`src/rtl/wb_stage.sv`:
```
// Writeback stage: MEM/WB register, load extract/extend, writeback select, decode bypass, retire counter.
// Latency: MEM inputs captured at edge N drive wb_* during the next cycle; the decode bypass is combinational.
// Backpressure: stall holds the register and the write repeats (idempotent); flush inserts a bubble and beats stall.
module wb_stage #(
   parameter bit FWD_EN = 1'b1
) (
   input  logic        clk,
   input  logic        rst_n,
   input  logic        stall,
   input  logic        flush,
   input  logic        mem_valid,
   input  logic        mem_reg_we,
   input  logic [4:0]  mem_rd,
   input  logic [1:0]  mem_wb_sel,
   input  logic [31:0] mem_alu_result,
   input  logic [31:0] mem_pc,
   input  logic [31:0] mem_load_data,
   input  logic [2:0]  mem_load_type,
   input  logic [4:0]  id_rs1,
   input  logic [4:0]  id_rs2,
   input  logic [31:0] id_raw_1,
   input  logic [31:0] id_raw_2,
   output logic        wb_we,
   output logic [4:0]  wb_addr,
   output logic [31:0] wb_data,
   output logic        wb_valid,
   output logic        wb_misalign,
   output logic [31:0] id_data_1,
   output logic [31:0] id_data_2,
   output logic [31:0] retired_count
);

   localparam logic [1:0] SEL_LOAD = 2'b01;
   localparam logic [1:0] SEL_LINK = 2'b10;

   localparam logic [2:0] LT_LH  = 3'd1;
   localparam logic [2:0] LT_LHU = 3'd2;
   localparam logic [2:0] LT_LB  = 3'd3;
   localparam logic [2:0] LT_LBU = 3'd4;

   // MEM/WB pipeline register contents
   logic        r_valid;
   logic        r_we;
   logic [4:0]  r_rd;
   logic [1:0]  r_sel;
   logic [2:0]  r_load_type;
   logic [31:0] r_pc;
   logic [31:0] r_alu_result;
   logic [31:0] r_load_data;
   logic [31:0] r_retired_count;

   logic [1:0]  w_addr_lo;
   logic [7:0]  w_byte;
   logic [15:0] w_half;
   logic [31:0] w_load_val;
   logic        w_misaligned;
   logic [31:0] w_wb_data;
   logic        w_misalign;
   logic        w_we;
   logic        w_retire;

   assign w_addr_lo = r_alu_result[1:0];
   // An entry leaves the register only on an edge that neither holds nor flushes it
   assign w_retire  = r_valid & ~stall & ~flush;

   // MEM/WB register update: flush beats stall beats capture
   always_ff @(posedge clk or negedge rst_n) begin
      if (!rst_n) begin
         r_valid      <= 1'b0;
         r_we         <= 1'b0;
         r_rd         <= 5'd0;
         r_sel        <= 2'b00;
         r_load_type  <= 3'd0;
         r_pc         <= 32'd0;
         r_alu_result <= 32'd0;
         r_load_data  <= 32'd0;
      end else if (flush) begin
         r_valid      <= 1'b0;
         r_we         <= 1'b0;
         r_rd         <= 5'd0;
         r_sel        <= 2'b00;
         r_load_type  <= 3'd0;
         r_pc         <= 32'd0;
         r_alu_result <= 32'd0;
         r_load_data  <= 32'd0;
      end else if (!stall) begin
         r_valid      <= mem_valid;
         r_we         <= mem_reg_we;
         r_rd         <= mem_rd;
         r_sel        <= mem_wb_sel;
         r_load_type  <= mem_load_type;
         r_pc         <= mem_pc;
         r_alu_result <= mem_alu_result;
         r_load_data  <= mem_load_data;
      end
   end

   // Retired-instruction counter, wraps naturally at 2^32 (misaligned loads still retire)
   always_ff @(posedge clk or negedge rst_n) begin
      if (!rst_n) begin
         r_retired_count <= 32'd0;
      end else if (w_retire) begin
         r_retired_count <= r_retired_count + 32'd1;
      end
   end

   // Little-endian lane extraction and sign/zero extension of the loaded word
   always_comb begin
      w_byte     = 8'h00;
      w_half     = 16'h0000;
      w_load_val = r_load_data;
      case (w_addr_lo)
         2'd0:    w_byte = r_load_data[7:0];
         2'd1:    w_byte = r_load_data[15:8];
         2'd2:    w_byte = r_load_data[23:16];
         default: w_byte = r_load_data[31:24];
      endcase
      w_half = w_addr_lo[1] ? r_load_data[31:16] : r_load_data[15:0];
      case (r_load_type)
         LT_LB:   w_load_val = {{24{w_byte[7]}}, w_byte};
         LT_LBU:  w_load_val = {24'd0, w_byte};
         LT_LH:   w_load_val = {{16{w_half[15]}}, w_half};
         LT_LHU:  w_load_val = {16'd0, w_half};
         default: w_load_val = r_load_data;
      endcase
   end

   // Alignment check: bytes never fault, halves need an even address, words (and unknown types) need addr_lo=0
   always_comb begin
      w_misaligned = 1'b0;
      case (r_load_type)
         LT_LB, LT_LBU: w_misaligned = 1'b0;
         LT_LH, LT_LHU: w_misaligned = w_addr_lo[0];
         default:       w_misaligned = (w_addr_lo != 2'd0);
      endcase
   end

   // Writeback value select; code 11 falls back to the ALU result
   always_comb begin
      w_wb_data = r_alu_result;
      case (r_sel)
         SEL_LOAD: w_wb_data = w_load_val;
         SEL_LINK: w_wb_data = r_pc + 32'd8;
         default:  w_wb_data = r_alu_result;
      endcase
   end

   assign w_misalign = r_valid & (r_sel == SEL_LOAD) & w_misaligned;
   // r0 is hard-wired zero, so its writes are dropped here and hence never bypassed
   assign w_we       = r_valid & r_we & (r_rd != 5'd0) & ~w_misalign;

   assign wb_we         = w_we;
   assign wb_addr       = r_rd;
   assign wb_data       = w_wb_data;
   assign wb_valid      = r_valid;
   assign wb_misalign   = w_misalign;
   assign retired_count = r_retired_count;

   // Write-through bypass so a decode read in the commit cycle sees the new value
   assign id_data_1 = (FWD_EN && w_we && (r_rd == id_rs1)) ? w_wb_data : id_raw_1;
   assign id_data_2 = (FWD_EN && w_we && (r_rd == id_rs2)) ? w_wb_data : id_raw_2;

endmodule

```
`config.mk`:
```
export PLATFORM = sky130hd
export DESIGN_NAME = wb_stage
export DESIGN_NICKNAME = d
export VERILOG_FILES = /design/src/rtl/wb_stage.sv
export SDC_FILE = /design/constraint.sdc
export NUM_CORES = 1
export LEC_CHECK = 0
export ABC_AREA = 1
export CAP_MARGIN = 20
export CORE_MARGIN = 2
export CORE_UTILIZATION = 50
export CTS_BUF_LIST = sky130_fd_sc_hd__clkbuf_16
export DETAILED_ROUTE_END_ITERATION = 10
export HOLD_SLACK_MARGIN = 0.03
export PLACE_DENSITY = 0.95
export SYNTH_ARGS = -nofsm -noshare
export SYNTH_HDL_FRONTEND = slang
export SYNTH_SLANG_ARGS = --single-unit
```
`constraint.sdc`:
```
create_clock -name clk -period 5.2 [get_ports clk]
set_clock_uncertainty 0.05 [all_clocks]
set_input_delay 0.78 -clock clk [delete_from_list [all_inputs] [get_ports clk]]
set_output_delay 0.78 -clock clk [all_outputs]
set_load 0.01 [all_outputs]
```
==> impl_metrics.tcl, run 1 <==
set metrics [dict create \
    status "finished, final reports clean" \
    grt_pass1_vias 10810 \
    nets 1931 \
    fmax_mhz 230 \
    cts_sinks 140 \
    dr.first_iter.drc_count 1092 \
    finalCritPeriodShare 0.836 \
    drc 0 \
    vias 11197 \
    cts_resized 0 \
    start_kind "primary input" \
    p_seq_frac 0.376 \
    layout-drive-gt1-share 0.0450 \
    worst-r2r-setup-slack_ns 3.30 \
    hold_buffers 0 \
    layout_setup_ws_ns 0.851 \
    critPathMaxFanout 33 \
    period_needed_ns 4.35 \
    clk_path_buf_depth 2 \
    critPathArrivalTime_ns 3.52 \
    synth_nets 1639 \
    final_common_cell "nand2_1" \
    place_ws_ns 0.844 \
    maxSlewHeadroom 0.348 \
    final_cell_area_mm2 0.0133 \
    synth-seq-cells 140 \
    ioPinCount 322 \
    min_path_type "in -> async" \
    switching_share 0.321 \
    wire_per_inst_um 18.8 \
    vdd_ir_drop_max_mv 0.242 \
    cts-buffers-inserted 17 \
    antenna_found_initial 0 \
    end_kind "primary output" \
    netSwitchingPower_mw 1.05 \
    p_comb_frac 0.261 \
    setup_viol 0 \
    dr.pass1.iters 5 \
    cts_tree "built" \
    grt_first_pass_wirelength_um 57500 \
    drv_cap 0 \
    syn_inst 1449 \
    initial_core_util 0.509 \
    gr-usage-all-layers 0.369 \
    cts_root_buffer "clkbuf_16" \
    tns_ns 0 \
    place_congestion 1.02 \
    io_buffers 321 \
    routed_wl_um 37400 \
    synth_area_mm2 0.00949 \
    postRouteAntennaNets 0 \
    hpwl_um 28400 \
    core_mm2 0.0186 \
    area_growth_pct 40.6 \
    path_clk_slew_ns 0.06 \
    die_y_um 142 \
    grt_overflow 0 \
    rsz0062_at_grt "no" \
    finalMaxSlewViolations 0 \
    ys.warnings.count 0 \
    die_w_um 142 \
    required_ns 4.37 \
    worst_pin_slew_ns 0.978 \
    place_area_mm2 0.0128 \
    pwr-share-clk 0.363 \
    rows 50 \
    final_cell_mix "523 x nand2_1, 320 x clkdlybuf4s50_1, 174 x nand3_1" \
    via_per_inst 5.63 \
    htreeDepth 4 \
    clk_latency_ns 0.43 \
    syn_area_per_cell_um2 6.55 \
    synth-seq-area-share 0.369 \
    synth_cell_types 37 \
    p_int_mw 2.22 \
    power.leakage_nw 6.14 \
    hold_viol 0 \
    grt_start_max_net_pins 101 \
    dieArea_mm2 0.0201 \
    path_class "in -> out" \
    post_cts_buffers 0 \
    power_density_mw_per_mm2 245 \
]
[critical path, stage by stage]
cell	delay [ns]
clkdlybuf4s50_1	0.41
or2_2	0.27
a21oi_1	0.17
nand4_1	0.24
nor2_8	0.51
inv_2	0.40
nand2_1	0.17
nand2_1	0.08
clkdlybuf4s50_1	0.48
[kinds of logic after synthesis]
logic type / Yosys count / share of synthesized area
simple gates: 860 / 0.386
buf+inv: 215 / 0.0955
fa+ha+maj: 4 / 0.00527
flops: 140 / 0.369
compound gates: 192 / 0.109
xor+xnor: 38 / 0.0351
[flip-flops by register name, indices dropped and copies added (netlist names)]
register and flops:
r_alu_result 32, r_load_data 32, r_pc 32, retired_count 32, r_load_type 3, wb_addr 5, r_we 1, r_sel 2
wb_valid 1
[layer usage]
metal	routed length, µm	track usage
met5	0	0
met4	1410	0.140
met3	3550	0.0894
met2	17300	0.594
met1	15200	0.484
[power by group through the flow]
| stage | combinational [mW] | clock (mW) | sequential (mW) |
|---|---|---|---|
| floorplan | 0.365 | 0 | 1.23 |
| global placement | 0.816 | 0 | 1.24 |
| detailed placement | 0.834 | 0 | 1.24 |
| CTS | 0.840 | 1.19 | 1.23 |
| global route | 0.913 | 1.24 | 1.24 |
| finish | 0.851 | 1.19 | 1.23 |
[path summary, 6_finish.rpt]
| check | end | from | cells after the start |
|---|---|---|---|
| hold reg to reg | retired_count[25] | retired_count[25] | 1 |
| setup reg to reg | retired_count[14] | wb_valid | 7 |
| setup / recovery | id_data_2[31] | id_rs2[1] | 9 |
| min in group clk | retired_count[25] | retired_count[25] | 1 |
| hold / removal | r_pc[25] | rst_n | 1 |
| max in group asynchronous | r_alu_result[14] | rst_n | 2 |
[final cells by class]
cell class | count | area (µm²)
fillers | 1504 | 5290
clock buffers | 17 | 425
flip-flops and latches | 140 | 3500
well taps | 234 | 293
inverters | 155 | 584
diodes | 1 | 2.50
clock inverters | 15 | 138
multi-input cells | 1094 | 5090
repair buffers | 333 | 3320
[cell usage after synthesis]
master,n,share of area
nor2_1,93,0.037
and3_1,1,0.00066
nor2_8,2,0.0042
or2_2,1,0.00066
buf_6,10,0.012
inv_1,148,0.059
nor2_4,2,0.0024
dfrtp_1,140,0.37
and2_1,14,0.0092
nand4_2,1,0.0013
o21ai_2,1,0.00092
inv_4,1,0.00066
buf_2,6,0.0032
nand3_1,174,0.092
buf_1,4,0.0016
a21oi_1,27,0.014
o21ai_0,135,0.071
xnor2_1,17,0.016
nor2_2,4,0.0026
nand2_1,524,0.21
or2_1,1,0.00066
xor2_1,21,0.019
inv_2,5,0.0020
nand2_2,11,0.0072
clkbuf_1,36,0.014
o32a_1,1,0.0011
a21boi_0,16,0.013
buf_4,4,0.0032
clkinv_1,1,0.00039
nor3_1,16,0.0084
a31oi_1,3,0.0020
nand3_2,2,0.0021
ha_1,4,0.0053
nand2_4,3,0.0036
o211ai_1,8,0.0063
o21a_1,1,0.00079
nand4_1,11,0.0072
[through the flow]
step | utilization | instances | hold WS, ns | power (mW)
3_3_place_gp | 0.685 | 1955 | 0.440 | 2.06
6_report | 0.716 | 1989 | 0.413 | 3.27
2_1_floorplan | - | 1449 | 0.426 | 1.60
4_1_cts | 0.715 | 1987 | 0.450 | 3.25
5_1_grt | 0.716 | 1988 | 0.472 | 3.39
3_5_place_dp | 0.685 | 1955 | 0.437 | 2.08
Note: power is estimated with default switching activity, not from simulation.
==> inputs of run 2 (changes only) <==
- CORE_UTILIZATION: 50 -> 47
- PLACE_DENSITY: 0.95 -> 0.93
- clock period: 5.2 -> 4.3 ns (I/O delays scaled with it)
==> run 2 against run 1 <==
  * Routed wire length is 4.8% higher
  * Worst setup slack worse by 0.64 ns
  * Via count grew 0.72%
  * Total power rose by 26%
  * First-iteration DRC count grew 6.9%
  * Register-to-register slack got worse by 0.93 ns
  * Critical path depth increased by 2
  * Design area is 0.83% higher
  * Count of clock-buffer cells in the layout stayed put
  * Critical endpoint is now id_data_1[14]
==> impl_metrics.tcl, run 2 (synthesis results as in run 1) <==
set metrics [dict create \
    status "finished, final reports clean" \
    final_cell_area_mm2 0.0135 \
    final_cell_mix "523 x nand2_1, 320 x clkdlybuf4s50_1, 174 x nand3_1" \
    power_density_mw_per_mm2 305 \
    grt_first_pass_wirelength_um 60200 \
    antenna_found_initial 0 \
    die_y_um 146 \
    setup_viol 0 \
    cts_root_buffer "clkbuf_16" \
    startpoint "r_load_type[1]" \
    vdd_ir_drop_max_mv 0.316 \
    netSwitchingPower_mw 1.30 \
    area_growth_pct 41.8 \
    initial_core_util 0.483 \
    htreeDepth 4 \
    place_area_mm2 0.0128 \
    layout-drive-gt1-share 0.0472 \
    cts_tree "built" \
    gr-usage-met1 0.467 \
    worst-r2r-setup-slack_ns 2.37 \
    rows 51 \
    core_mm2 0.0197 \
    via_per_inst 5.57 \
    grt_start_max_net_pins 86 \
    dr.first_iter.drc_count 1167 \
    grt_busiest_layer "met2" \
    power.leakage_nw 6.18 \
    wire_per_inst_um 19.4 \
    pwr-share-clk 0.380 \
    start_kind "register" \
    vias 11278 \
    critPathArrivalTime_ns 3.39 \
    place_ws_ns 0.508 \
    fmax_mhz 245 \
    clk_latency_ns 0.43 \
    finalCritPeriodShare 0.950 \
    period_needed_ns 4.08 \
    gr-usage-all-layers 0.362 \
    slowest_delay_ns 0.49 \
    crit_chain "inv_1, nand3_2, nand2_2, inv_2, nand2_2, nand2_1, o21ai_0, nand2_1, nand3_1, nand2_1, clkdlybuf4s50_1" \
    crit_top_cell "nand2_1" \
    worst_pin_slew_ns 0.894 \
    p_int_mw 2.80 \
    io_buffers 321 \
    fillCellCount 1729 \
    cts_resized 0 \
    drv_cap 0 \
    hold_buffers 0 \
    clk_path_buf_depth 2 \
    layout_setup_ws_ns 0.216 \
    cts-buffers-inserted 17 \
    maxSlewHeadroom 0.403 \
    cts_sinks 140 \
    place_congestion 1.02 \
    postRouteAntennaNets 0 \
    whs_ns 0.203 \
    required_ns 3.61 \
    finalMaxSlewViolations 0 \
    dr.pass1.iters 5 \
    ioPinCount 322 \
    fin_total_pwr_mw 4.11 \
    routed_wl_um 39300 \
    p_seq_frac 0.362 \
    path_clk_slew_ns 0.07 \
    tns_ns 0 \
    switching_share 0.317 \
    crit_path_top_delay_cell "clkdlybuf4s50_1" \
    post_cts_buffers 0 \
    grt_overflow 0 \
    reg2reg_from "wb_valid" \
    drc 0 \
    min_path_type "in -> async" \
    r2r_cells 7 \
    rsz0062_at_grt "no" \
    grt.met2_usage 0.597 \
    grt_pass1_vias 10856 \
    diodes 0 \
    r2r-end "retired_count[14]" \
    path_class "reg -> out" \
    dieArea_mm2 0.0214 \
    p_comb_frac 0.258 \
    critPathMaxFanout 11 \
    nets 1936 \
    final_common_cell "nand2_1" \
    hold_viol 0 \
    grt_use_met3 0.0828 \
    end_kind "primary output" \
    die_w_um 146 \
    hpwl_um 30300 \
]
==> run 2: cell types whose count changed in the layout (fill, tap and decap cells not counted), moves of 2 or more <==
cell       before  now
buf_4          11   17
clkinv_4        2    4
clkinv_2        4    1
bufinv_16       1    3
==> run 2: how the worst max path moves through the flow <==
stage                          to  slack, ns  cells after the start
floorplan           id_data_1[10]       1.84                     12
global placement    id_data_2[20]       0.55                      9
detailed placement  id_data_2[20]       0.51                      9
CTS                 id_data_2[27]       0.28                     14
global route        id_data_2[29]       0.11                     14
finish              id_data_1[14]       0.22                     11
==> run 2: power groups by stage <==
stage          clock (mW)  combinational [mW]  sequential (mW)
2_1_floorplan           0               0.441             1.49
3_3_place_gp            0                1.02             1.50
3_5_place_dp            0                1.04             1.50
4_1_cts              1.56                1.04             1.48
5_1_grt              1.62                1.13             1.50
6_report             1.56                1.06             1.49
==> run 2: final cells by class <==
| type | instances | area (µm²) | area share |
|---|---|---|---|
| multi-input cells | 1094 | 5090 | 0.378 |
| well taps | 265 | 332 | 0.0246 |
| clock inverters | 15 | 188 | 0.0139 |
| clock buffers | 17 | 425 | 0.0316 |
| repair buffers | 338 | 3340 | 0.248 |
| flip-flops and latches | 140 | 3500 | 0.260 |
| inverters | 155 | 584 | 0.0434 |
==> run 2: layer usage <==
metal,wire length (µm),up-vias
li1,-,5203
met1,15200,5274
met2,18400,699
met3,4210,102
met4,1480,0
met5,0,-
==> run 2: critical path, delay by kind of cell, from the launching register on <==
| kind | cells | cell delay (ns) |
|---|---|---|
| AND/OR/NAND/NOR | 7 | 1.34 |
| buffers and inverters | 3 | 0.76 |
| AO/OA/AOI/OAI | 1 | 0.45 |
| flip-flops | 1 | 0.40 |
==> run 2: stage by stage <==
step / util / cells
5_1_grt: 0.685 / 2024
3_3_place_gp: 0.654 / 1992
2_1_floorplan: - / 1449
6_report: 0.685 / 2024
3_5_place_dp: 0.654 / 1992
4_1_cts: 0.685 / 2024
==> inputs of run 3 (changes only) <==
- SKIP_CTS_REPAIR_TIMING: unset -> 1
==> results of run 3 <==
Same layout as run 2: the final DEF is identical, and so are final timing and power.
